### config.mk
export PLATFORM = sky130hd
export DESIGN_NAME = diagv2_ecall_ctrl
export DESIGN_NICKNAME = d
export VERILOG_FILES = /design/src/rtl/diagv2_ecall_ctrl_pkg.sv /design/src/rtl/diagv2_ecall_ctrl.sv
export SDC_FILE = /design/constraint.sdc
export NUM_CORES = 1
export LEC_CHECK = 0
export ABC_AREA = 1
export CORE_AREA = 2 2 134 149
export DETAILED_ROUTE_END_ITERATION = 8
export DIE_AREA = 0 0 136 151
export PLACE_DENSITY_LB_ADDON = 0.3
export SLEW_MARGIN = 20
export SYNTH_ARGS = -nofsm -noshare
export SYNTH_HDL_FRONTEND = slang
export SYNTH_SLANG_ARGS = --single-unit
### constraint.sdc
create_clock -name clk -period 3.86 [get_ports clk]
set_clock_uncertainty 0.05 [all_clocks]
set_input_delay 0.965 -clock clk [delete_from_list [all_inputs] [get_ports clk]]
set_output_delay 0.965 -clock clk [all_outputs]
set_load 0.03 [all_outputs]
### src/rtl/diagv2_ecall_ctrl_pkg.sv
// Shared constants, FSM state encoding and the a7 system-call decoder for the
// diagv2 ECALL sequencer.
package diagv2_ecall_ctrl_pkg;

    localparam logic [63:0] SYS_PRINT = 64'd4;
    localparam logic [63:0] SYS_EXIT  = 64'd93;

    typedef enum logic [5:0] {
        ST_IDLE  = 6'b000001,
        ST_FETCH = 6'b000010,
        ST_WAIT  = 6'b000100,
        ST_EMIT  = 6'b001000,
        ST_DONE  = 6'b010000,
        ST_HALT  = 6'b100000
    } state_e;

    typedef enum logic [1:0] {
        SYS_K_PRINT = 2'd0,
        SYS_K_EXIT  = 2'd1,
        SYS_K_BAD   = 2'd2
    } sys_kind_e;

    function automatic sys_kind_e decode_a7(input logic [63:0] a7);
        sys_kind_e kind;
        if (a7 == SYS_EXIT) begin
            kind = SYS_K_EXIT;
        end else if (a7 == SYS_PRINT) begin
            kind = SYS_K_PRINT;
        end else begin
            kind = SYS_K_BAD;
        end
        return kind;
    endfunction

endpackage

### src/rtl/diagv2_ecall_ctrl.sv
// ECALL sequencer: freezes the core, then services PRINT (byte stream out of dmem),
// EXIT (latched exit code, permanent halt) or flags an unknown call.
module diagv2_ecall_ctrl
    import diagv2_ecall_ctrl_pkg::*;
#(
    parameter int unsigned DATA_W  = 64,
    parameter int unsigned ADDR_W  = 12,
    parameter int unsigned MAX_LEN = 4096
) (
    input  logic              clk,
    input  logic              reset,
    input  logic              ecall_i,
    input  logic [DATA_W-1:0] a7_i,
    input  logic [DATA_W-1:0] a0_i,
    output logic              stall_o,
    output logic              dmem_req_o,
    output logic [ADDR_W-1:0] dmem_addr_o,
    input  logic [DATA_W-1:0] dmem_rdata_i,
    input  logic              dmem_rvalid_i,
    output logic              chr_valid_o,
    output logic [7:0]        chr_data_o,
    input  logic              chr_ready_i,
    output logic              ecall_done_o,
    output logic              exit_o,
    output logic [DATA_W-1:0] exit_code_o,
    output logic              err_o
);

    localparam int unsigned CNT_W = $clog2(MAX_LEN + 1);

    state_e              state_q, state_d;
    logic [ADDR_W-1:0]   line_q;
    logic [2:0]          off_q;
    logic [CNT_W-1:0]    cnt_q;
    logic [DATA_W-1:0]   wbuf_q;
    logic                exit_q;
    logic                err_q;
    logic [DATA_W-1:0]   exit_code_q;

    logic [7:0]          byte_cur;
    logic                byte_nul;
    logic                len_hit;
    logic                emit_ok;
    logic                accept;
    logic                ecall_take;
    sys_kind_e           kind;

    // Byte lane selected by the in-line offset; little-endian within the word.
    assign byte_cur   = wbuf_q[{off_q, 3'b000} +: 8];
    assign byte_nul   = (byte_cur == 8'h00);
    assign len_hit    = (cnt_q == CNT_W'(MAX_LEN));
    assign emit_ok    = (state_q == ST_EMIT) && !byte_nul && !len_hit;
    assign accept     = emit_ok && chr_ready_i;
    assign ecall_take = (state_q == ST_IDLE) && ecall_i;
    assign kind       = decode_a7(a7_i);

    always_ff @(posedge clk or posedge reset) begin
        if (reset) begin
            state_q <= ST_IDLE;
        end else begin
            state_q <= state_d;
        end
    end

    always_comb begin
        state_d = state_q;
        case (state_q)
            ST_IDLE: begin
                if (ecall_i) begin
                    state_d = (kind == SYS_K_PRINT) ? ST_FETCH : ST_HALT;
                end
            end
            ST_FETCH: state_d = ST_WAIT;
            ST_WAIT: begin
                if (dmem_rvalid_i) begin
                    state_d = ST_EMIT;
                end
            end
            ST_EMIT: begin
                if (byte_nul || len_hit) begin
                    state_d = ST_DONE;
                end else if (accept && (off_q == 3'd7)) begin
                    state_d = ST_FETCH;
                end
            end
            ST_DONE: state_d = ST_IDLE;
            ST_HALT: state_d = ST_HALT;
            default: state_d = ST_IDLE;
        endcase
    end

    always_comb begin
        stall_o      = ecall_i | (state_q != ST_IDLE);
        dmem_req_o   = (state_q == ST_FETCH);
        dmem_addr_o  = '0;
        if (state_q == ST_FETCH) begin
            dmem_addr_o = line_q;
        end
        chr_valid_o  = emit_ok;
        chr_data_o   = emit_ok ? byte_cur : 8'h00;
        ecall_done_o = (state_q == ST_DONE);
        exit_o       = exit_q;
        exit_code_o  = exit_code_q;
        err_o        = err_q;
    end

    // Sticky status: only reset clears exit/err and the exit code.
    always_ff @(posedge clk or posedge reset) begin
        if (reset) begin
            exit_q      <= 1'b0;
            err_q       <= 1'b0;
            exit_code_q <= '0;
        end else begin
            if (ecall_take) begin
                case (kind)
                    SYS_K_EXIT: begin
                        exit_q      <= 1'b1;
                        exit_code_q <= a0_i;
                    end
                    SYS_K_BAD: err_q <= 1'b1;
                    default: ;
                endcase
            end
            if ((state_q == ST_EMIT) && !byte_nul && len_hit) begin
                err_q <= 1'b1;
            end
        end
    end

    // String walk pointers; reloaded on every accepted ECALL, so no reset needed.
    always_ff @(posedge clk) begin
        if (ecall_take) begin
            line_q <= a0_i[ADDR_W+2:3];
            off_q  <= a0_i[2:0];
            cnt_q  <= '0;
        end else if (accept) begin
            cnt_q <= cnt_q + CNT_W'(1);
            off_q <= off_q + 3'd1;
            if (off_q == 3'd7) begin
                line_q <= line_q + ADDR_W'(1);
            end
        end
        if ((state_q == ST_WAIT) && dmem_rvalid_i) begin
            wbuf_q <= dmem_rdata_i;
        end
    end

endmodule
==> flow_metrics.py, run 1 <==
metrics = {
    "clocking": {
        "clock_latency_ns": 0.43,
        "htreeDepth": 4,
        "clk_path_buf_depth": 2,
        "clkTransAtPathRegs_ns": 0.07,
        "clock-sinks": 164,
        "cts_tree": "built",
        "cts_buffers": 17,
        "cts-root-buf": "clkbuf_16",
        "cts_hold_buf": 0,
    },
    "sta": {
        "fmax_mhz": 277,
        "fin_tns_setup_ns": 0,
        "maxSlewHeadroom": 0.489,
        "rsz0062_at_grt": "no",
        "slew_violations": 0,
        "post-route-min-period_ns": 3.61,
        "hold_viol": 0,
        "worstMarginPinSlew_ns": 0.764,
        "timing.final.ws_setup_ns": 0.252,
        "final.period_utilization": 0.935,
        "setup_viol": 0,
    },
    "yosys": {
        "yosysWarnings": 0,
        "synth_ff_type": "edfxtp_1",
        "synth_edf_count": 79,
        "synth_seq_cells": 164,
        "yosysUniqueCellTypes": 30,
        "syn_area_mm2": 0.00745,
        "synth_cells": 850,
        "seq_area_frac_synth": 0.595,
        "syn_area_per_cell_um2": 8.77,
        "async_flop_share": 0.439,
        "syn-num-nets": 1052,
    },
    "floorplanning": {
        "dieArea_mm2": 0.0205,
        "die_w_um": 136,
        "start_util": 0.393,
        "ios": 287,
        "core_area_mm2": 0.0190,
        "std_cell_rows": 53,
        "die_y_um": 151,
    },
    "routing": {
        "ant_nets": 0,
        "drtPass1Iterations": 5,
        "routedWlPerCell_um": 15.4,
        "via_per_inst": 4.66,
        "drc": 0,
        "wl_um": 21400,
        "drtIter0Drc": 350,
        "num_vias": 6481,
    },
    "power_and_ir_drop": {
        "ir_worst_vdd_mv": 0.303,
        "comb_power_share": 0.186,
        "power.share.sequential": 0.442,
        "pwr_density_cell_mw_per_mm2": 400,
        "power.total_mw": 4.46,
        "power.share.clock": 0.372,
        "p_switching_mw": 1.25,
        "sw_frac_of_total": 0.280,
        "p_int_mw": 3.21,
        "leakage_nw": 4.94,
    },
    "final_layout": {
        "final_util": 0.587,
        "final_nets": 1334,
        "layout_commonest_cell": "nand2_1",
        "n_antenna_cell": 0,
        "area.sequential_mm2": 0.00444,
        "drive_above_1_share": 0.0638,
        "multiInputGateArea_mm2": 0.00250,
        "layout.cells.non_filler": 1392,
        "final_cell_mix": "346 x nand2_1, 277 x clkdlybuf4s50_1, 87 x inv_1",
        "fillers": 1679,
        "area_growth_pct": 49.4,
    },
    "setup_path": {
        "path_buf_inv": 2,
        "cp-end-kind": "primary output",
        "cp.arrival_ns": 2.59,
        "path_delay_family": "simple AND/OR/NAND/NOR gates",
        "cpMaxStageDelayCell": "inv_2",
        "startpoint_type": "flip-flop",
        "cpMostUsedCell": "nand2_1",
        "critPathMaxStageDelay_ns": 0.44,
        "r2r_slack_ns": 0.98,
        "critPathMaxFanout": 32,
        "cp.required_ns": 2.84,
        "criticalPathCategory": "reg -> out",
        "path_cells": "inv_2 > nand2_1 > nand2_1 > nand2_1 > nand3_1 > nand2_1 > nand2_1 > nor2_1 > nand2_2 > nand3_2 > nor2_1 > buf_4",
    },
    "placed_design": {
        "dp.cells": 1360,
        "dp_slack_ns": 0.465,
        "place_congestion": 0.805,
        "io_buffers": 286,
        "hpwl_um": 15700,
    },
    "grt": {
        "grt_pass1_vias": 6409,
        "track_usage": 0.207,
        "antenna_found_initial": 0,
        "grt_overflow_total": 0,
        "grt_pass1_wl_um": 32700,
        "grt_max_degree": 73,
    },
    "outcome": {
        "run_status": "finished clean",
    },
    "job": {
        "cap_violations": 0,
    },
    "worst_hold_path": {
        "min_path_type": "reg -> reg",
    },
}
power groups by stage:
| stage | logic [mW] | clock network [mW] | registers (mW) |
|---|---|---|---|
| 3_3_place_gp | 0.813 | 0 | 2.00 |
| 5_1_grt | 0.930 | 1.78 | 1.98 |
| 3_5_place_dp | 0.834 | 0 | 2.00 |
| 2_1_floorplan | 0.478 | 0 | 1.99 |
| 6_report | 0.827 | 1.66 | 1.97 |
| 4_1_cts | 0.840 | 1.70 | 1.97 |
synthesized netlist by cell type (all sizes together) (2+ instances only):
| cell type | instances | area, um2 |
|---|---|---|
| edfxtp | 79 | 2370 |
| nand2 | 347 | 1310 |
| nand3b | 2 | 15.0 |
| nor2 | 56 | 225 |
| nor4 | 18 | 128 |
| o21ai | 26 | 130 |
| ha | 5 | 62.6 |
| clkbuf | 10 | 37.5 |
| a21oi | 13 | 65.1 |
| xnor2 | 2 | 17.5 |
| dfxtp | 13 | 260 |
| or2 | 4 | 25.0 |
| xor2 | 17 | 149 |
| inv | 96 | 360 |
| nand3 | 51 | 260 |
| dfrtp | 71 | 1780 |
| buf | 22 | 138 |
| nor3 | 9 | 45.0 |
| nand4 | 7 | 50.1 |
flip-flops by register name, indices dropped and copies added (netlist names):
register / count
cnt_q: 13
err_o: 1
exit_code_o: 64
exit_o: 1
line_q: 12
off_q: 3
state_q: 6
wbuf_q: 64
worst paths after layout:
check,startpoint,endpoint,cells after the start
setup / recovery,off_q[0]$_DFFE_PP_,chr_data_o[5],12
setup reg to reg,off_q[0]$_DFFE_PP_,cnt_q[9]$_SDFFE_PP0P_,13
max in group asynchronous,reset,state_q[0]$_DFFE_PP1P_,3
hold reg to reg,cnt_q[12]$_SDFFE_PP0P_,cnt_q[12]$_SDFFE_PP0P_,2
hold / removal,cnt_q[12]$_SDFFE_PP0P_,cnt_q[12]$_SDFFE_PP0P_,2
min in group asynchronous,reset,exit_code_o[25]$_DFFE_PP0P_,3
per-stage QoR:
| step | hold slack [ns] | cell area (um2) |
|---|---|---|
| 2_1_floorplan | 0.395 | 7460 |
| 3_3_place_gp | 0.403 | 10600 |
| 3_5_place_dp | 0.407 | 10600 |
| 4_1_cts | 0.420 | 11100 |
| 5_1_grt | 0.444 | 11100 |
| 6_report | 0.417 | 11100 |
worst min-delay path, stage by stage (launching register included):
cell,delay (ns)
dfxtp_1,0.31
nand2_1,0.06
a21oi_1,0.05
what timing repair did:
item,CTS,global route
hold endpoints to repair,0,0
gates resized for setup,0,2
buffers inserted,0,0
setup endpoints to repair,0,9
layer usage:
layer  track usage  vias up  wire [um]
met3        0.0646       11       1780
met1         0.246     2999       8410
li1              -     3255          -
met2         0.365      216      11000
met5             0        -          0
met4        0.0495        0        180
logic make-up after synthesis:
group | count (synthesis) | share of synthesized area
flops | 164 | 0.595
buf+inv | 128 | 0.0718
simple gates | 494 | 0.275
xor+xnor | 19 | 0.0223
compound gates | 40 | 0.0270
fa+ha+maj | 5 | 0.00839
final cells by class:
| class | count | share of cell area |
|---|---|---|
| clock buffer | 18 | 0.0394 |
| clock inverter | 14 | 0.0122 |
| inverter | 96 | 0.0325 |
| multi-input combinational | 558 | 0.225 |
| sequential | 164 | 0.398 |
| tap | 247 | 0.0277 |
| timing repair buffer | 295 | 0.265 |
Note: power is estimated with default switching activity, not from simulation.
==> run 2, diff against run 1 <==
Settings changed: CORE_AREA 2 2 134 149 to 2 2 115 173, CTS_CLUSTER_DIAMETER from default to 60, DIE_AREA 0 0 136 151 to 0 0 117 175, PLACE_DENSITY from default to 0.76, PLACE_DENSITY_LB_ADDON 0.3 to default.
==> run 2 against run 1 <==
Cell area barely moved. Routed wire length fell by 3.1%. Sequential power barely moved. Clock-buffer cell count rose by 1. Non-clock buffer count did not move. Flip-flop and latch count did not move. Hold slack got worse by 0.0020 ns. Setup slack improved by 0.062 ns. Clock power fell by 4%. Utilization fell by 0.18 points. Sequential share of layout area barely moved. Critical path type unchanged. Critical endpoint is now chr_data_o[2]. Largest cell class unchanged. Highest routed layer unchanged.
==> flow_metrics.py, run 2 (same netlist as run 1, synthesis figures left out) <==
metrics = {
    "routing": {
        "ant_nets": 0,
        "num_vias": 6431,
        "routedWlPerCell_um": 14.8,
        "drtIter0Drc": 364,
        "via_per_inst": 4.59,
        "wl_um": 20700,
        "drc": 0,
        "drtPass1Iterations": 4,
    },
    "sta": {
        "worstMarginPinSlew_ns": 0.740,
        "hold_viol": 0,
        "post-route-min-period_ns": 3.55,
        "fin_tns_setup_ns": 0,
        "rsz0062_at_grt": "no",
        "final.period_utilization": 0.919,
        "fmax_mhz": 282,
        "slew_violations": 0,
        "timing.final.ws_setup_ns": 0.314,
        "maxSlewHeadroom": 0.505,
        "setup_viol": 0,
    },
    "worst_hold_path": {
        "min-delay-start": "exit_o$_DFFE_PP0P_",
        "hold_depth": 1,
        "min_path_type": "reg -> reg",
        "min_to": "exit_o$_DFFE_PP0P_",
    },
    "clocking": {
        "clkTransAtPathRegs_ns": 0.06,
        "cts_tree": "built",
        "cts_resized": 0,
        "cts-root-buf": "clkbuf_16",
        "cts_hold_buf": 0,
        "clock_latency_ns": 0.42,
        "clock-sinks": 164,
        "cts_buffers": 17,
        "htreeDepth": 4,
        "cts_setup_buffers": 0,
        "clk_path_buf_depth": 2,
    },
    "grt": {
        "grt_pass1_wl_um": 31700,
        "grt_pass1_vias": 6546,
        "grt_overflow_total": 0,
        "grt_max_degree": 70,
        "track_usage": 0.202,
        "antenna_found_initial": 0,
    },
    "job": {
        "cap_violations": 0,
    },
    "setup_path": {
        "cp-end-kind": "primary output",
        "cp.required_ns": 2.84,
        "criticalPathCategory": "reg -> out",
        "regToRegStartpoint": "off_q[0]$_DFFE_PP_",
        "r2r_slack_ns": 1.08,
        "startpoint_type": "flip-flop",
        "r2r_end": "cnt_q[10]$_SDFFE_PP0P_",
        "r2r_cells": 13,
        "critPathMaxFanout": 32,
        "cp.arrival_ns": 2.53,
    },
    "power_and_ir_drop": {
        "power.total_mw": 4.40,
        "leakage_nw": 4.91,
        "pwr_density_cell_mw_per_mm2": 395,
        "ir_worst_vdd_mv": 0.279,
    },
    "floorplanning": {
        "core_area_mm2": 0.0190,
        "ios": 287,
        "dieArea_mm2": 0.0205,
        "die_y_um": 175,
        "std_cell_rows": 62,
        "die_w_um": 117,
        "start_util": 0.392,
    },
    "placed_design": {
        "io_buffers": 286,
        "dp_slack_ns": 0.518,
        "placed_area_mm2": 0.0106,
        "place_congestion": 0.846,
        "hpwl_um": 15500,
    },
    "outcome": {
        "run_status": "finished clean",
    },
    "final_layout": {
        "final_util": 0.586,
        "final_cell_mix": "346 x nand2_1, 277 x clkdlybuf4s50_1, 87 x inv_1",
        "n_antenna_cell": 0,
        "finalInstanceArea_mm2": 0.0111,
        "final_nets": 1334,
        "layout_commonest_cell": "nand2_1",
        "area_growth_pct": 49.3,
        "drive_above_1_share": 0.0611,
    },
}
## run 2: changes by cell type in the layout (fill, tap and decap cells not counted), moves of 2 or more
cell / previous run / this run
clkbuf_1: 0 / 2
inv_6: 6 / 2
inv_4: 2 / 0
clkinvlp_4: 1 / 4
## run 2: layer usage
| metal | vias to the layer above | track usage | routed length, um |
|---|---|---|---|
| met5 | - | 0 | 0 |
| met4 | 0 | 0.0691 | 281 |
| met3 | 16 | 0.0697 | 1630 |
| met2 | 220 | 0.357 | 10700 |
| met1 | 2940 | 0.222 | 8170 |
| li1 | 3255 | - | - |
## run 2: through the flow
| stage | instances | hold WS, ns |
|---|---|---|
| floorplan | 850 | 0.395 |
| global placement | 1369 | 0.401 |
| detailed placement | 1369 | 0.400 |
| CTS | 1401 | 0.416 |
| global route | 1401 | 0.422 |
| finish | 1401 | 0.415 |
## run 2: worst max-delay path, stage by stage, from the launching register on
cell,delay [ns]
edfxtp_1,0.39
inv_2,0.44
nand2_1,0.12
nand2_1,0.09
nand2_1,0.05
nand3_1,0.09
nand2_1,0.08
nand2_1,0.06
nor2_1,0.04
nand2_2,0.12
nand3_2,0.24
nor2_1,0.19
buf_4,0.18
## run 2: final cells by class
class                      instances  area, um2
inverter                          96        360
clock inverter                    13        123
timing repair buffer             295       2960
multi-input combinational        558       2500
clock buffer                      19        433
fill                            1658       7880
tap                              256        320
sequential                       164       4440
## run 2: worst max path at each step
stage,start,to,slack (ns)
floorplan,state_q[5]$_DFFE_PP0P_,dmem_addr_o[10],0.30
global placement,state_q[5]$_DFFE_PP0P_,dmem_addr_o[5],0.51
detailed placement,state_q[5]$_DFFE_PP0P_,dmem_addr_o[10],0.52
CTS,state_q[5]$_DFFE_PP0P_,dmem_addr_o[1],0.05
global route,off_q[0]$_DFFE_PP_,chr_data_o[1],0.03
finish,off_q[0]$_DFFE_PP_,chr_data_o[2],0.31
## run 2: power by group
part           switching [mW]  total [mW]  internal, mW  leakage (nW)
combinational           0.467       0.826         0.359          2.83
sequential             0.0474        1.98          1.93          1.82
clock                   0.703        1.60         0.896         0.257
